`src/rtl/chr_pixel_pipe_if.sv`:
```
// Cell-request, glyph-ROM and pixel-output signals of the text-mode pixel pipe.
// The master side is the text scanner together with the ROM. The slave side is the pipe.
interface chr_pixel_pipe_if #(
    parameter int GLYPH_W = 8,
    parameter int COLOR_W = 4,
    parameter int ROW_W   = 4,
    parameter int ADDR_W  = 11
);
    logic               chr_valid;
    logic               chr_ready;
    logic [7:0]         chr_val;
    logic [ROW_W-1:0]   row;
    logic [COLOR_W-1:0] fg;
    logic [COLOR_W-1:0] bg;
    logic               cursor;
    logic               cursor_phase;
    logic               blink;
    logic               blink_phase;
    logic [ADDR_W-1:0]  rom_addr;
    logic [GLYPH_W-1:0] rom_data;
    logic               pix_valid;
    logic               pix_on;
    logic [COLOR_W-1:0] pix_color;

    modport master (
        output chr_valid, chr_val, row, fg, bg, cursor, cursor_phase, blink, blink_phase, rom_data,
        input  chr_ready, rom_addr, pix_valid, pix_on, pix_color
    );
    modport slave (
        input  chr_valid, chr_val, row, fg, bg, cursor, cursor_phase, blink, blink_phase, rom_data,
        output chr_ready, rom_addr, pix_valid, pix_on, pix_color
    );
endinterface

```
`src/rtl/chr_pixel_pipe.sv`:
```
// Glyph fetch and pixel serialiser. A character cell becomes a ROM row address.
// The returned row is shifted out MSB-first as resolved colour indices, one pixel per clock.
module chr_pixel_pipe #(
    parameter int GLYPH_W    = 8,
    parameter int GLYPH_H    = 16,
    parameter int CHAR_BASE  = 32,
    parameter int NUM_GLYPHS = 96,
    parameter int REPL_IDX   = 0,
    parameter int COLOR_W    = 4,
    parameter int ROW_W      = 4,
    parameter int ADDR_W     = $clog2(NUM_GLYPHS*GLYPH_H)
) (
    input logic clk,
    input logic rst,
    chr_pixel_pipe_if.slave bus
);
    localparam int CNT_W = $clog2(GLYPH_W);

    typedef struct packed {
        logic [COLOR_W-1:0] fg;
        logic [COLOR_W-1:0] bg;
        logic               inv;
        logic               kill;
    } attr_t;

    logic               a_valid, a_blank, b_valid, s_valid;
    attr_t              a_attr, b_attr, s_attr;
    logic [GLYPH_W-1:0] b_data, s_data;
    logic [CNT_W-1:0]   s_cnt;
    logic [ADDR_W-1:0]  rom_addr_q, addr_nxt;
    logic               pix_valid_q, pix_on_q, accept, in_range, row_blank, s_last, on;
    logic [COLOR_W-1:0] pix_color_q;
    logic [8:0]         code_off;

    // B must be empty to accept, so an A->B move never meets an S load of B.
    assign bus.chr_ready = !rst && !a_valid && !b_valid;
    assign accept        = bus.chr_valid && bus.chr_ready;

    always_comb begin
        code_off  = {1'b0, bus.chr_val} - 9'(CHAR_BASE);
        in_range  = (int'(bus.chr_val) >= CHAR_BASE) && (int'(bus.chr_val) < CHAR_BASE + NUM_GLYPHS);
        row_blank = int'(bus.row) >= GLYPH_H;
        addr_nxt  = ADDR_W'((in_range ? int'(code_off) : REPL_IDX) * GLYPH_H
                            + (row_blank ? 0 : int'(bus.row)));
    end

    assign s_last = s_cnt == CNT_W'(GLYPH_W - 1);
    assign on     = (s_data[GLYPH_W-1] ^ s_attr.inv) & ~s_attr.kill;

    always_ff @(posedge clk) begin
        if (rst) begin
            a_valid     <= 1'b0;
            b_valid     <= 1'b0;
            s_valid     <= 1'b0;
            s_cnt       <= '0;
            rom_addr_q  <= '0;
            pix_valid_q <= 1'b0;
            pix_on_q    <= 1'b0;
            pix_color_q <= '0;
        end else begin
            a_valid <= accept;
            if (accept) begin
                rom_addr_q   <= addr_nxt;
                a_blank      <= row_blank;
                a_attr.fg    <= bus.fg;
                a_attr.bg    <= bus.bg;
                a_attr.inv   <= bus.cursor & bus.cursor_phase;
                a_attr.kill  <= bus.blink & ~bus.blink_phase;
            end

            if (!s_valid || s_last) begin
                s_valid <= b_valid;
                if (b_valid) begin
                    s_data  <= b_data;
                    s_attr  <= b_attr;
                    s_cnt   <= '0;
                    b_valid <= 1'b0;
                end
            end else begin
                s_data <= s_data << 1;
                s_cnt  <= s_cnt + CNT_W'(1);
            end

            if (a_valid) begin
                b_valid <= 1'b1;
                b_data  <= a_blank ? '0 : bus.rom_data;
                b_attr  <= a_attr;
            end

            pix_valid_q <= s_valid;
            if (s_valid) begin
                pix_on_q    <= on;
                pix_color_q <= on ? s_attr.fg : s_attr.bg;
            end
        end
    end

    assign bus.rom_addr  = rom_addr_q;
    assign bus.pix_valid = pix_valid_q;
    assign bus.pix_on    = pix_on_q;
    assign bus.pix_color = pix_color_q;
endmodule

```
`src/flat_wrapper.sv`:
```
// flat-port wrapper written by rule: the top's interface ports become plain ports
module chr_pixel_pipe_flat 
#(
    parameter int GLYPH_W    = 8,
    parameter int GLYPH_H    = 16,
    parameter int CHAR_BASE  = 32,
    parameter int NUM_GLYPHS = 96,
    parameter int REPL_IDX   = 0,
    parameter int COLOR_W    = 4,
    parameter int ROW_W      = 4,
    parameter int ADDR_W     = $clog2(NUM_GLYPHS*GLYPH_H)
)
  (clk, rst, bus_chr_valid, bus_chr_val, bus_row, bus_fg, bus_bg, bus_cursor, bus_cursor_phase, bus_blink, bus_blink_phase, bus_rom_data, bus_chr_ready, bus_rom_addr, bus_pix_valid, bus_pix_on, bus_pix_color);
  chr_pixel_pipe_if #(.GLYPH_W(GLYPH_W), .COLOR_W(COLOR_W), .ROW_W(ROW_W), .ADDR_W(ADDR_W)) bus_i ();
  input logic clk;
  input logic rst;
  input wire logic [$bits(bus_i.chr_valid)-1:0] bus_chr_valid;
  input wire logic [$bits(bus_i.chr_val)-1:0] bus_chr_val;
  input wire logic [$bits(bus_i.row)-1:0] bus_row;
  input wire logic [$bits(bus_i.fg)-1:0] bus_fg;
  input wire logic [$bits(bus_i.bg)-1:0] bus_bg;
  input wire logic [$bits(bus_i.cursor)-1:0] bus_cursor;
  input wire logic [$bits(bus_i.cursor_phase)-1:0] bus_cursor_phase;
  input wire logic [$bits(bus_i.blink)-1:0] bus_blink;
  input wire logic [$bits(bus_i.blink_phase)-1:0] bus_blink_phase;
  input wire logic [$bits(bus_i.rom_data)-1:0] bus_rom_data;
  output wire logic [$bits(bus_i.chr_ready)-1:0] bus_chr_ready;
  output wire logic [$bits(bus_i.rom_addr)-1:0] bus_rom_addr;
  output wire logic [$bits(bus_i.pix_valid)-1:0] bus_pix_valid;
  output wire logic [$bits(bus_i.pix_on)-1:0] bus_pix_on;
  output wire logic [$bits(bus_i.pix_color)-1:0] bus_pix_color;
  assign bus_i.chr_valid = bus_chr_valid;
  assign bus_i.chr_val = bus_chr_val;
  assign bus_i.row = bus_row;
  assign bus_i.fg = bus_fg;
  assign bus_i.bg = bus_bg;
  assign bus_i.cursor = bus_cursor;
  assign bus_i.cursor_phase = bus_cursor_phase;
  assign bus_i.blink = bus_blink;
  assign bus_i.blink_phase = bus_blink_phase;
  assign bus_i.rom_data = bus_rom_data;
  assign bus_chr_ready = bus_i.chr_ready;
  assign bus_rom_addr = bus_i.rom_addr;
  assign bus_pix_valid = bus_i.pix_valid;
  assign bus_pix_on = bus_i.pix_on;
  assign bus_pix_color = bus_i.pix_color;
  chr_pixel_pipe #(.GLYPH_W(GLYPH_W), .GLYPH_H(GLYPH_H), .CHAR_BASE(CHAR_BASE), .NUM_GLYPHS(NUM_GLYPHS), .REPL_IDX(REPL_IDX), .COLOR_W(COLOR_W), .ROW_W(ROW_W), .ADDR_W(ADDR_W)) u_core (.clk(clk), .rst(rst), .bus(bus_i));
endmodule
```
`config.mk`:
```
export PLATFORM = sky130hd
export DESIGN_NAME = chr_pixel_pipe_flat
export DESIGN_NICKNAME = d
export VERILOG_FILES = /design/src/rtl/chr_pixel_pipe_if.sv /design/src/rtl/chr_pixel_pipe.sv /design/src/flat_wrapper.sv
export SDC_FILE = /design/constraint.sdc
export NUM_CORES = 1
export LEC_CHECK = 0
export ABC_AREA = 0
export BUFFER_PORTS_ARGS = -buffer_cell sky130_fd_sc_hd__buf_2
export CAP_MARGIN = 20
export CORE_MARGIN = 1
export CORE_UTILIZATION = 35
export DETAILED_ROUTE_END_ITERATION = 8
export HOLD_SLACK_MARGIN = 0.06
export SKIP_LAST_GASP = 1
export SLEW_MARGIN = 20
export SYNTH_ARGS = -nofsm -noshare
export SYNTH_HDL_FRONTEND = slang
export SYNTH_SLANG_ARGS = --single-unit
```
`constraint.sdc`:
```
create_clock -name clk -period 2.75 [get_ports clk]
set_clock_uncertainty 0.1 [all_clocks]
set_input_delay 0 -clock clk [delete_from_list [all_inputs] [get_ports clk]]
set_output_delay 0 -clock clk [all_outputs]
set_load 0.02 [all_outputs]
```
**Word-level counts from Yosys, hierarchy flattened**

Cells that the tools add are included.
W data, S select, Z words.

- Flip-flop bits (word level): 69
- Output and inout port bits: 18

- $add $sub $neg: 3
- Order comparisons: 2
- Equal/unequal tests: 2
- Multiplexer cells: 8
- Bitwise logic cells: 7
- Reductions and logical operators: 14

Operator list:

| operator | count |
|---|---|
| $mux W8 | 2 |
| $add A11 B5 Y11 | 1 |
| $ge A8 B6 Y1 const B | 1 |
| $lt A8 B8 Y1 const B | 1 |
| $mux W7 | 1 |
| $sub A7 B6 Y7 const B | 1 |
| $mux W3 | 2 |
| $reduce_and A2 Y1 | 3 |
| $logic_and A1 B1 Y1 | 4 |
| $logic_not A1 Y1 | 4 |
| $mux W4 | 1 |
| $add A3 B1 Y3 const B | 1 |
| $and A1 B1 Y1 | 3 |
| $eq A3 B3 Y1 const B | 1 |
| $not A1 Y1 | 3 |
| $reduce_and A3 Y1 | 1 |
| $mux W1 | 2 |
| $ne A2 B1 Y1 const B | 1 |
| $reduce_bool A2 Y1 | 1 |
| $logic_or A1 B1 Y1 | 1 |
| $xor A1 B1 Y1 | 1 |

**Logic depth before layout (Yosys ltp)**

Gate-level depths: netlist (run 1).

- Word-level depth: 5
- Mapped depth: 7

**Least setup slack after synthesis (run 1)**

OpenSTA, ideal clock, no wires.

- Kind: register to register
- From: register u_core.s_cnt[0]
- To: register u_core.s_attr[0] (netlist name), enable pin
- Data arrival time: 1.756 ns
- Data required time: 2.258 ns
- Path slack: 0.502 ns
- Cell stages (with the launch flop): 7
- Path through: dfxtp_1 -> ha_1 -> ha_1 -> nor2b_1 -> buf_2 -> buf_4 -> nor3b_1

- Word-level cells in the longest chain between the ends: 3

RTL lines:

| what | RTL line | source |
|---|---|---|
| from (decl) | chr_pixel_pipe.sv:29 | `logic [CNT_W-1:0] s_cnt;` |
| from (signal assigned) | chr_pixel_pipe.sv:81 | `s_cnt <= s_cnt + CNT_W'(1);` |
| $eq A3 B3 Y1 | chr_pixel_pipe.sv:47 | `assign s_last = s_cnt == CNT_W'(GLYPH_W - 1);` |
| $logic_or A1 B1 Y1 | chr_pixel_pipe.sv:71 | `if (!s_valid \|\| s_last) begin` |
| $reduce_and A3 Y1 (no line) | n/a |  |
| to (signal assigned) | chr_pixel_pipe.sv:75 | `s_attr <= b_attr;` |
| to (decl) | chr_pixel_pipe.sv:27 | `attr_t a_attr, b_attr, s_attr;` |

No other way between the ends.
A chain may end at the register's enable or synchronous reset.

**Final worst setup path (run 1)**

- From: input bus_chr_val[5]
- To: register u_core.rom_addr_q[9], in the netlist u_core.bus.rom_addr[9]

- Word-level cells in the longest chain between the ends: 4
- Elaborated cells on any way between the ends: 6
- Classes of those cells: add/sub: 2; order compare: 2; mux: 1; reduce/logical: 1

RTL lines:

| what | RTL line | source |
|---|---|---|
| from (decl) | flat_wrapper.sv:18 | `input wire logic [$bits(bus_i.chr_val)-1:0] bus_chr_val;` |
| $ge A8 B6 Y1 or $lt A8 B8 Y1 (tied branches) | chr_pixel_pipe.sv:41 | `in_range = (int'(bus.chr_val) >= CHAR_BASE) && (int'(bus.chr_val) < CHAR_BASE + NUM_GLYPHS);` |
| $logic_and A1 B1 Y1 | chr_pixel_pipe.sv:41 |  |
| $mux W7 (*) | chr_pixel_pipe.sv:43 | `addr_nxt = ADDR_W'((in_range ? int'(code_off) : REPL_IDX) * GLYPH_H` |
| $add A11 B5 Y11 (*) | chr_pixel_pipe.sv:44 | `+ (row_blank ? 0 : int'(bus.row)));` |
| to (signal assigned) | chr_pixel_pipe.sv:63 | `rom_addr_q <= addr_nxt;` |
| to (decl) | chr_pixel_pipe.sv:30 | `logic [ADDR_W-1:0] rom_addr_q, addr_nxt;` |

Mark *: on every way between the ends. The rest lies on a longest branch, timed or not.

==> insert_results.sql, run 1 <==
INSERT INTO impl_metrics (metric_group, metric, value, unit) VALUES
('timing', 'period_needed', '2.540', 'ns'),
('route', 'postRouteWirelength', '4711', 'um'),
('route', 'vias', '1654', ''),
('clock_network', 'clk_latency', '0.33', 'ns'),
('logic_synthesis', 'postSynth.topFlopCell', 'sky130_fd_sc_hd__edfxtp_1', ''),
('critical_path', 'worstSetupPathType', 'primary input to flip-flop', ''),
('critical_path', 'slowest_delay', '0.59', 'ns'),
('route', 'drt-initial-drc-count', '66', ''),
('grt', 'globalRoute.busiestLayer', 'met2', ''),
('grt', 'maximum_number_of_pins_on_one_net_before_global_route_repair', '26', ''),
('job', 'max_cap_viol_count', '0', ''),
('grt', 'first_global_vias', '1681', ''),
('route', 'dr.pass1.iters', '4', ''),
('grt', 'antenna_found_initial', '0', ''),
('logic_synthesis', 'synth-seq-area-share', '73.34', '%'),
('finish', 'diodes', '0', ''),
('timing', 'min_period_over_period', '92.37', '%'),
('placed_design', 'place_congestion', '0.6954', ''),
('critical_path', 'cp_data_required_time', '2.92', 'ns'),
('finish', 'finish.utilization', '50.91', '%'),
('critical_path', 'path_cells', 'dlygate4sd3_1 -> buf_2 -> nor2_1 -> dlygate4sd3_1 -> nand2_1 -> dlygate4sd3_1 -> o2bb2ai_1 -> dlygate4sd3_1', ''),
('critical_path', 'cp.arrival', '2.71', 'ns'),
('finish', 'final_layout_size_suffix_gt1_share', '30.55', '%'),
('grt', 'grt_use_met2', '23.81', '%'),
('critical_path', 'timing.rr.start', 'u_core.b_valid', ''),
('critical_path', 'critical-path-slowest-cell', 'sky130_fd_sc_hd__dlygate4sd3_1', ''),
('logic_synthesis', 'post_synth_fa_ha_maj_area_fraction', '1.495', '%'),
('grt', 'globalRouteMet1Util', '15.51', '%'),
('logic_synthesis', 'synth_area', '0.002511', 'mm^2'),
('floorplan', 'ios', '53', ''),
('floorplan', 'core_region_area', '0.006869', 'mm^2'),
('critical_path', 'worst_setup_path_start_kind', 'primary input', ''),
('clock_network', 'cts.sink_count', '69', ''),
('logic_synthesis', 'synth_async_sr_flop_share', '0', '%'),
('critical_path', 'worstSetupStartpoint', 'bus_chr_val[5]', ''),
('logic_synthesis', 'synth-xor-area-share', '0.6976', '%'),
('logic_synthesis', 'ys_ff_latch', '69', ''),
('logic_synthesis', 'synth_top_family_by_area', 'simple AND/OR/NAND/NOR gates', ''),
('grt', 'grt_pass1_wl', '7748', 'um'),
('floorplan', 'die_area', '0.007518', 'mm^2'),
('floorplan', 'chip_width', '86.71', 'um'),
('pwr', 'power.density_cell_area', '587.5', 'mW/mm^2'),
('grt', 'grtUsageMet3', '3.619', '%'),
('logic_synthesis', 'mappedNetlistNets', '202', ''),
('timing', 'setup-tns-final', '0', 'ns'),
('critical_path', 'critPathCapture', 'u_core.bus.rom_addr[9]', ''),
('clock_network', 'cts_repair_resize_count', '0', ''),
('critical_path', 'regToRegEndpoint', 'u_core.bus.rom_addr[9]', ''),
('clock_network', 'cts_buffer_depth', '2', ''),
('route', 'drt.antenna.violating_nets', '0', ''),
('grt', 'grt-ovfl-total', '0', ''),
('critical_path', 'path_common_cell', 'sky130_fd_sc_hd__dlygate4sd3_1', ''),
('timing', 'maxClockFrequency', '0.3937', 'GHz'),
('critical_path', 'crit_fanout', '3', ''),
('clock_network', 'numCtsBuffers', '9', ''),
('finish', 'final_net_count', '308', ''),
('finish', 'syn_to_final_growth', '39.26', '%'),
('logic_synthesis', 'synth_edf_count', '46', ''),
('logic_synthesis', 'yosys_warnings', '0', ''),
('route', 'drt_drc_violations_left', '0', ''),
('grt', 'grt_util_all_layers', '14.06', '%'),
('outcome', 'outcome', 'completed', ''),
('logic_synthesis', 'simple_logic_cell_fraction_of_the_synthesized_area', '10.61', '%'),
('finish', 'layout.cells.most_common_list', 'sky130_fd_sc_hd__buf_2 (52), sky130_fd_sc_hd__edfxtp_1 (46), sky130_fd_sc_hd__dlygate4sd3_1 (42)', ''),
('pwr', 'ir_drop', '0.2639', 'mV'),
('timing', 'rel_slew_slack', '57.92', '%'),
('timing', 'timing_max_transition_violations_final', '0', ''),
('timing', 'timing.final.setup_violations', '0', ''),
('clock_network', 'clkSlewWorstSetupHoldPaths', '0.06', 'ns'),
('floorplan', 'floorplan.die.height', '86.71', 'um'),
('route', 'routed_wl_per_cell', '12.70', 'um');
[worst min-delay path by stage]
stage                               to  slack [ns]  cells past startpoint
2_1_floorplan         u_core.a_attr[2]      -0.001                      0
3_3_place_gp          u_core.b_data[3]        0.08                      1
3_5_place_dp          u_core.a_attr[5]        0.08                      1
4_1_cts        u_core.bus.rom_addr[10]        0.09                      3
5_1_grt        u_core.bus.rom_addr[10]        0.10                      3
6_report       u_core.bus.rom_addr[10]        0.12                      3
[stage by stage]
| step | cells | total power [mW] | hold slack, ns | setup slack [ns] |
|---|---|---|---|---|
| 2_1_floorplan | 164 | 1.260 | -0.001131 | 0.5020 |
| 3_3_place_gp | 309 | 1.310 | 0.07797 | 0.8925 |
| 3_5_place_dp | 309 | 1.314 | 0.07869 | 0.8397 |
| 4_1_cts | 367 | 2.068 | 0.08962 | 0.2142 |
| 5_1_grt | 371 | 2.136 | 0.1046 | 0.1516 |
| 6_report | 371 | 2.054 | 0.1227 | 0.2099 |
[cell usage after synthesis (all sizes together), types with 4 or more instances]
library cell  number  area (um^2)
edfxtp            46         1381
dfxtp             23        460.4
nor2              14        52.55
a21oi              8        40.04
mux2               7        78.83
nor2b              6        37.54
buf                5        42.53
nand3              5        25.02
a311oi             4        35.03
mux2i              4        40.04
o21ai              4        20.02
[registers in the layout, summed over array words and instances, names as in the netlist, 3 cells and up]
name,flops
u_core.s_attr,10
u_core.b_data,8
u_core.bus.rom_addr,11
u_core.a_attr,10
u_core.s_data,8
u_core.b_attr,10
u_core.bus.pix_color,4
u_core.s_cnt,3
[worst max-delay path, delay by kind of cell]
family	cells	cell delay (ns)
buf+inv	5	2.39
simple gates	2	0.19
compound gates	1	0.13
[final cells by class]
cell class | instances | area, um^2
Tap cell | 96 | 120.1
Clock buffer | 14 | 162.7
Multi-Input combinational cell | 85 | 608.1
Inverter | 2 | 7.507
Clock inverter | 2 | 8.758
Fill cell | 582 | 3372
Timing Repair Buffer | 103 | 748.2
Sequential cell | 69 | 1842
[repair_timing]
item,CTS,global route
endpoints found under the hold margin,37,0
setup endpoints to repair,0,1
setup buffers,0,4
hold buffers,42,0
[where the power goes]
part	switching (mW)	internal [mW]	leakage, nW
Sequential	0.0171	1.14	0.608
Clock	0.339	0.373	0.0881
Combinational	0.0828	0.0990	0.672
[cell families (layout without fill, tap and decap cells)]
kind of cell / Yosys count / after routing
DFF: 69 / 69
and+or+nand+nor: 45 / 45
AOI/OAI and AO/OA: 24 / 24
muxes: 11 / 11
buffers and inverters: 10 / 121
adders and majority gates: 3 / 3
xor gates and xnor gates: 2 / 2
[layer usage]
layer	wire length, um	vias to the layer above
met5	0	-
met4	148	0
met3	165	16
met2	2426	44
met1	1971	767
li1	-	827
(Power assumes the default switching activity.)
==> run 2: changes to the inputs <==
--- a/config.mk
+++ b/config.mk
@@ -6,12 +6,15 @@
 export NUM_CORES = 1
 export LEC_CHECK = 0
 export ABC_AREA = 0
-export BUFFER_PORTS_ARGS = -buffer_cell sky130_fd_sc_hd__buf_2
 export CAP_MARGIN = 20
+export CELL_PAD_IN_SITES_DETAIL_PLACEMENT = 0
+export CELL_PAD_IN_SITES_GLOBAL_PLACEMENT = 2
 export CORE_MARGIN = 1
 export CORE_UTILIZATION = 35
 export DETAILED_ROUTE_END_ITERATION = 8
+export DONT_BUFFER_PORTS = 1
 export HOLD_SLACK_MARGIN = 0.06
+export PLACE_DENSITY_LB_ADDON = 0.1
 export SKIP_LAST_GASP = 1
 export SLEW_MARGIN = 20
 export SYNTH_ARGS = -nofsm -noshare
==> run 2 against run 1 <==
First-iteration DRC count decreased by 41%. Worst hold slack got worse by 0.037 ns. Setup slack improved by 0.083 ns. Highest routed layer is now met5. Sequential share of layout area increased by 4.7 points. Die area unchanged.
==> insert_results.sql, run 2 (synthesized netlist as in run 1, its figures left out) <==
INSERT INTO impl_metrics (metric_group, metric, value, unit) VALUES
('route', 'drt-initial-drc-count', '39', ''),
('grt', 'grt-ovfl-total', '0', ''),
('timing', 'min_period_over_period', '89.34', '%'),
('pwr', 'power.share.switching', '20.68', '%'),
('pwr', 'p_seq_share', '56.3', '%'),
('floorplan', 'floorplan.die.height', '86.71', 'um'),
('clock_network', 'cts_tree', 'built', ''),
('grt', 'antenna_found_initial', '1', ''),
('critical_path', 'slowest_delay', '1.17', 'ns'),
('finish', 'final_cells', '314', ''),
('job', 'max_cap_viol_count', '0', ''),
('critical_path', 'cp_data_required_time', '2.86', 'ns'),
('finish', 'diodes', '0', ''),
('floorplan', 'chip_width', '86.71', 'um'),
('timing', 'setup-tns-final', '0', 'ns'),
('critical_path', 'cp.arrival', '2.57', 'ns'),
('clock_network', 'clkSlewWorstSetupHoldPaths', '0.07', 'ns'),
('placed_design', 'quantity_of_i_o_buffers_inserted_on_ports', '0', ''),
('timing', 'period_needed', '2.457', 'ns'),
('finish', 'finish.utilization', '46.78', '%'),
('critical_path', 'crit_fanout', '25', ''),
('pwr', 'clock_power_share', '37.7', '%'),
('grt', 'maximum_number_of_pins_on_one_net_before_global_route_repair', '26', ''),
('pwr', 'internal_power', '1.657', 'mW'),
('timing', 'timing_max_transition_violations_final', '0', ''),
('pwr', 'report.power.total', '2.088', 'mW'),
('pwr', 'power.leakage', '1.123', 'nW'),
('critical_path', 'critPathCaptureType', 'flip-flop', ''),
('grt', 'first_global_vias', '1566', ''),
('finish', 'final_net_count', '251', ''),
('clock_network', 'postCtsHoldBufs', '41', ''),
('clock_network', 'cts_root_buffer', 'sky130_fd_sc_hd__clkbuf_8', ''),
('route', 'drt.antenna.violating_nets', '0', ''),
('floorplan', 'die_area', '0.007518', 'mm^2'),
('timing', 'maxClockFrequency', '0.4070', 'GHz'),
('critical_path', 'worstSetupPathType', 'primary input to flip-flop', ''),
('critical_path', 'critical-path-slowest-cell', 'sky130_fd_sc_hd__dlygate4sd3_1', ''),
('route', 'routed_wl_per_cell', '14.34', 'um'),
('finish', 'number_of_flip_flops_under_the_largest_register_name', '11', ''),
('pwr', 'ir_drop', '0.2662', 'mV'),
('grt', 'grt_util_all_layers', '13.54', '%'),
('pwr', 'power_frac_comb', '6.0', '%'),
('timing', 'final_hold_slack', '0.08612', 'ns'),
('critical_path', 'worst_setup_path_start_kind', 'primary input', ''),
('placed_design', 'place_congestion', '0.6744', ''),
('min_path', 'hold_path_class', 'primary input to flip-flop', ''),
('timing', 'rel_slew_slack', '35.36', '%'),
('finish', 'layout.cells.most_common', 'sky130_fd_sc_hd__edfxtp_1', ''),
('critical_path', 'path_cells', 'dlygate4sd3_1 -> nor4b_4 -> buf_4 -> and2b_2 -> a31o_2 -> dlygate4sd3_1', ''),
('floorplan', 'floorplan.rows', '30', ''),
('timing', 'max_slew.worst_pin.slew', '0.9664', 'ns'),
('clock_network', 'numCtsBuffers', '9', ''),
('placed_design', 'numPlacedInstances', '257', ''),
('floorplan', 'core_region_area', '0.006869', 'mm^2'),
('outcome', 'outcome', 'completed', ''),
('route', 'drt_drc_violations_left', '0', ''),
('finish', 'final_layout_size_suffix_gt1_share', '12.84', '%'),
('route', 'postRouteWirelength', '4504', 'um'),
('clock_network', 'cts_repair_resize_count', '0', ''),
('timing', 'timing.final.setup_violations', '0', ''),
('clock_network', 'cts_buffer_depth', '2', ''),
('clock_network', 'clk_latency', '0.33', 'ns'),
('clock_network', 'post-cts-setup-buffer-count', '0', ''),
('finish', 'layout.cells.most_common_list', 'sky130_fd_sc_hd__edfxtp_1 (46), sky130_fd_sc_hd__dlygate4sd3_1 (41), sky130_fd_sc_hd__dfxtp_1 (23)', ''),
('critical_path', 'path_common_cell', 'sky130_fd_sc_hd__dlygate4sd3_1', ''),
('grt', 'grt_pass1_wl', '7500', 'um'),
('route', 'vias', '1492', ''),
('route', 'detail_route.vias_per_cell', '4.752', ''),
('finish', 'syn_to_final_growth', '27.95', '%'),
('floorplan', 'ios', '53', ''),
('clock_network', 'htree_levels', '3', ''),
('pwr', 'power.density_cell_area', '650.0', 'mW/mm^2'),
('pwr', 'power.net_switching', '0.4319', 'mW'),
('placed_design', 'detailed_place_hpwl', '2890', 'um'),
('timing', 'grt_setup_unrepaired', 'false', ''),
('clock_network', 'cts.sink_count', '69', ''),
('timing', 'report.final.hold_viol_count', '0', ''),
('floorplan', 'floorplan.initialDensity', '36.56', '%'),
('route', 'dr.pass1.iters', '4', '');
run 2: changes by cell type in the layout (fill, tap and decap cells not counted), sizes merged:
cell / before / now
buf: 61 / 5
bufinv: 0 / 1
clkinv: 2 / 1
dlygate4sd3: 42 / 41
run 2: final cells by class:
| cell class | instances | area (um^2) |
|---|---|---|
| multi-input combinational | 85 | 608.1 |
| tap | 96 | 120.1 |
| clock inverter | 2 | 35.03 |
| timing repair buffer | 46 | 447.9 |
| fill | 630 | 3656 |
| clock buffer | 14 | 152.6 |
| sequential | 69 | 1842 |
| inverter | 2 | 7.507 |
run 2: worst paths after layout:
| check | start | end | slack, ns | cells past startpoint |
|---|---|---|---|---|
| max reg2reg | u_core.b_valid | u_core.bus.rom_addr[10] | 0.56 | 5 |
| min | bus_chr_valid | u_core.a_attr[0] | 0.09 | 2 |
| max | rst | u_core.bus.rom_addr[10] | 0.29 | 6 |
| min reg2reg | u_core.b_attr[2] | u_core.s_attr[2] | 0.32 | 0 |
run 2: worst max-delay path: cells and delay by family:
kind                   cells  cell delay, ns
AO/OA/AOI/OAI              1            0.26
AND/OR/NAND/NOR            2            0.32
buffers and inverters      3            1.97
run 2: metal layers:
| metal | vias to the layer above | GRT usage (%) | part of all wire, % |
|---|---|---|---|
| met5 | - | 0 | 0.27 |
| met1 | 716 | 14.08 | 39 |
| met4 | 2 | 6.818 | 2.3 |
| met3 | 14 | 6.000 | 7.5 |
| li1 | 713 | - | - |
| met2 | 47 | 23.23 | 50 |
run 2: power groups by stage:
stage	logic [mW]	clock network, mW	registers (mW)
CTS	0.125	0.813	1.18
global route	0.138	0.862	1.18
detailed placement	0.0741	0	1.20
floorplan	0.0701	0	1.19
finish	0.125	0.787	1.18
global placement	0.0703	0	1.20
run 2: metrics by stage:
step	setup WS [ns]	instance area (um^2)
after floorplan	0.5020	2511
after global placement	0.9029	2615
after detailed placement	0.8225	2615
after CTS	0.3092	3213
after global routing	0.1973	3213
final	0.2931	3213
==> run 3: changes to the inputs <==
--- a/config.mk
+++ b/config.mk
@@ -10,7 +10,7 @@
 export CELL_PAD_IN_SITES_DETAIL_PLACEMENT = 0
 export CELL_PAD_IN_SITES_GLOBAL_PLACEMENT = 2
 export CORE_MARGIN = 1
-export CORE_UTILIZATION = 35
+export CORE_UTILIZATION = 38
 export DETAILED_ROUTE_END_ITERATION = 8
 export DONT_BUFFER_PORTS = 1
 export HOLD_SLACK_MARGIN = 0.06
==> constraint.sdc (replaced) <==
create_clock -name clk -period 1.95 [get_ports clk]
set_clock_uncertainty 0.1 [all_clocks]
set_input_delay 0 -clock clk [delete_from_list [all_inputs] [get_ports clk]]
set_output_delay 0 -clock clk [all_outputs]
set_load 0.02 [all_outputs]
==> run 3 against run 2 <==
Cell area down 1.1%. Largest power group unchanged. Critical endpoint is now u_core.s_data[3]. Die area shrank 7.7%. Highest routed layer is now met4. Setup slack worse by 0.14 ns.
==> insert_results.sql, run 3 (synthesized netlist as in run 1, its figures left out) <==
INSERT INTO impl_metrics (metric_group, metric, value, unit) VALUES
('critical_path', 'setup.reg_to_reg.worst_slack', '0.16', 'ns'),
('finish', 'syn_to_final_growth', '26.56', '%'),
('grt', 'maximum_number_of_pins_on_one_net_before_global_route_repair', '26', ''),
('clock_network', 'cts_buffer_depth', '2', ''),
('min_path', 'worstHoldPathCells', '1', ''),
('finish', 'design_area', '0.003178', 'mm^2'),
('placed_design', 'dpl-instance-area', '0.002621', 'mm^2'),
('pwr', 'power.leakage', '1.110', 'nW'),
('finish', 'diodes', '0', ''),
('floorplan', 'die_area', '0.006937', 'mm^2'),
('min_path', 'min_delay_worst_endpoint', 'u_core.b_data[0]', ''),
('timing', 'grt_setup_unrepaired', 'false', ''),
('critical_path', 'cp_data_required_time', '1.94', 'ns'),
('finish', 'number_of_flip_flops_under_the_largest_register_name', '11', ''),
('timing', 'setup-tns-final', '0', 'ns'),
('critical_path', 'reg2reg_depth', '5', ''),
('timing', 'report.final.hold_viol_count', '0', ''),
('finish', 'filler_cell_count', '544', ''),
('clock_network', 'clk_latency', '0.33', 'ns'),
('timing', 'final.setup.worst_slack', '0.1580', 'ns'),
('critical_path', 'regToRegEndpoint', 'u_core.s_data[3]', ''),
('job', 'max_cap_viol_count', '0', ''),
('placed_design', 'place_congestion', '0.6911', ''),
('pwr', 'ir_drop', '0.6107', 'mV'),
('route', 'drt.antenna.violating_nets', '0', ''),
('placed_design', 'quantity_of_i_o_buffers_inserted_on_ports', '0', ''),
('critical_path', 'worstSetupPathType', 'flip-flop to flip-flop', ''),
('route', 'drt_drc_violations_left', '0', ''),
('grt', 'antenna_found_initial', '0', ''),
('grt', 'grt-ovfl-total', '0', ''),
('critical_path', 'critPathCaptureType', 'flip-flop', ''),
('timing', 'maxClockFrequency', '0.5580', 'GHz'),
('clock_network', 'htree_levels', '3', ''),
('grt', 'grt_pass1_wl', '6582', 'um'),
('outcome', 'outcome', 'completed', ''),
('floorplan', 'ios', '53', ''),
('min_path', 'worst_hold_startpoint', 'bus_rom_data[0]', ''),
('finish', 'layout.cells.most_common_list', 'sky130_fd_sc_hd__edfxtp_1 (46), sky130_fd_sc_hd__dlygate4sd3_1 (34), sky130_fd_sc_hd__dfxtp_1 (23)', ''),
('critical_path', 'cp.arrival', '1.78', 'ns'),
('floorplan', 'chip_width', '83.29', 'um'),
('critical_path', 'path_cells', 'ha_1 -> ha_1 -> nor2b_1 -> buf_4 -> mux2_2', ''),
('clock_network', 'cts_tree', 'built', ''),
('floorplan', 'floorplan.initialDensity', '39.55', '%'),
('finish', 'final_layout_size_suffix_gt1_share', '17.21', '%'),
('placed_design', 'detailed_place_hpwl', '2615', 'um'),
('critical_path', 'worst_setup_path_start_kind', 'flip-flop', ''),
('clock_network', 'cts.sink_count', '69', ''),
('timing', 'min_period_over_period', '91.90', '%'),
('critical_path', 'critical-path-slowest-cell', 'sky130_fd_sc_hd__mux2_2', ''),
('clock_network', 'cts_root_buffer', 'sky130_fd_sc_hd__clkbuf_8', ''),
('finish', 'layout.cells.most_common', 'sky130_fd_sc_hd__edfxtp_1', ''),
('clock_network', 'numCtsBuffers', '9', ''),
('critical_path', 'crit_fanout', '8', ''),
('clock_network', 'clkSlewWorstSetupHoldPaths', '0.08', 'ns'),
('placed_design', 'worst_case_setup_slack_after_placement', '0.1758', 'ns'),
('floorplan', 'floorplan.rows', '29', ''),
('route', 'postRouteWirelength', '3904', 'um'),
('route', 'dr.pass1.iters', '4', ''),
('timing', 'timing_max_transition_violations_final', '0', ''),
('route', 'detail_route.vias_per_cell', '4.777', ''),
('route', 'vias', '1395', ''),
('route', 'routed_wl_per_cell', '13.37', 'um'),
('pwr', 'power.density_cell_area', '940.0', 'mW/mm^2'),
('route', 'drt-initial-drc-count', '57', ''),
('grt', 'first_global_vias', '1434', ''),
('floorplan', 'core_region_area', '0.006350', 'mm^2'),
('critical_path', 'slowest_delay', '0.34', 'ns'),
('critical_path', 'cp_top_family', 'adder cells', ''),
('critical_path', 'path_common_cell', 'sky130_fd_sc_hd__ha_1', ''),
('critical_path', 'timing.rr.start', 'u_core.s_cnt[0]', ''),
('min_path', 'hold_path_class', 'primary input to flip-flop', ''),
('timing', 'rel_slew_slack', '34.03', '%'),
('finish', 'final_net_count', '248', ''),
('timing', 'max_slew.worst_pin.slew', '0.9896', 'ns'),
('timing', 'timing.final.setup_violations', '0', ''),
('timing', 'period_needed', '1.792', 'ns'),
('floorplan', 'floorplan.die.height', '83.29', 'um'),
('grt', 'grt_util_all_layers', '12.61', '%'),
('critical_path', 'crit_buf_inv', '1', '');
## run 3: changes by cell type in the layout (fill, tap and decap cells not counted), moves of 2 or more
| cell | delta |
|---|---|
| sky130_fd_sc_hd__clkbuf_1 | -4 |
| sky130_fd_sc_hd__clkinvlp_4 | +2 |
| sky130_fd_sc_hd__dlygate4sd3_1 | -7 |
| sky130_fd_sc_hd__inv_6 | +3 |
| sky130_fd_sc_hd__buf_4 | +3 |
## run 3: power breakdown
group          switching, mW  internal, mW  total [mW]
Clock                  0.552         0.605        1.16
Sequential            0.0430          1.61        1.65
Combinational         0.0797        0.0975       0.177
Total                  0.675          2.31        2.99
## run 3: area by class of cell
type | count | area, um^2 | area share [%]
sequential | 69 | 1842 | 57.95
multi-input combinational | 85 | 615.6 | 19.37
timing repair buffer | 43 | 412.9 | 12.99
clock buffer | 9 | 123.9 | 3.898
tap | 77 | 96.34 | 3.031
clock inverter | 7 | 80.08 | 2.520
inverter | 2 | 7.507 | 0.2362
## run 3: worst max path at each step
stage                          startpoint                     end  slack [ns]  depth (start not counted)
after floorplan           u_core.s_cnt[0]        u_core.s_attr[0]        0.05                          6
after global placement    u_core.s_cnt[0]        u_core.s_data[5]        0.20                          5
after detailed placement  u_core.s_cnt[0]        u_core.s_data[3]        0.18                          5
after CTS                             rst  u_core.bus.rom_addr[6]        0.06                          5
after global routing      u_core.s_cnt[0]        u_core.s_data[3]        0.05                          5
final                     u_core.s_cnt[0]        u_core.s_data[3]        0.16                          5
## run 3: worst reg2reg max path: cells and delay by family (launching register included)
kind	cells	cell delay, ns
fa+ha+maj	2	0.39
mux	1	0.34
flops	1	0.33
buf+inv	1	0.20
simple gates	1	0.18
## run 3: what timing repair did
| item | in CTS | in global routing |
|---|---|---|
| gates resized for setup | 0 | 1 |
| hold buffers | 35 | 0 |
| endpoints found under the setup margin | 0 | 4 |
| setup buffers | 0 | 0 |
| endpoints found under the hold margin | 88 | 0 |
## run 3: through the flow
step	instances	util [%]	power (mW)	hold slack, ns
3_5_place_dp	241	41.28	1.797	-0.02047
5_1_grt	292	50.05	3.117	0.1639
2_1_floorplan	164	-	1.778	-0.001131
3_3_place_gp	241	41.28	1.794	-0.02487
6_report	292	50.05	2.987	0.1867
4_1_cts	292	50.01	3.030	0.1635
## run 3: per-layer routing
| metal | up-vias | GRT usage, % | share of wire [%] |
|---|---|---|---|
| met5 | - | 0 | 0 |
| met3 | 6 | 5.368 | 6.7 |
| li1 | 708 | - | - |
| met4 | 0 | 8.464 | 1.6 |
| met1 | 639 | 13.72 | 42 |
| met2 | 42 | 19.97 | 49 |
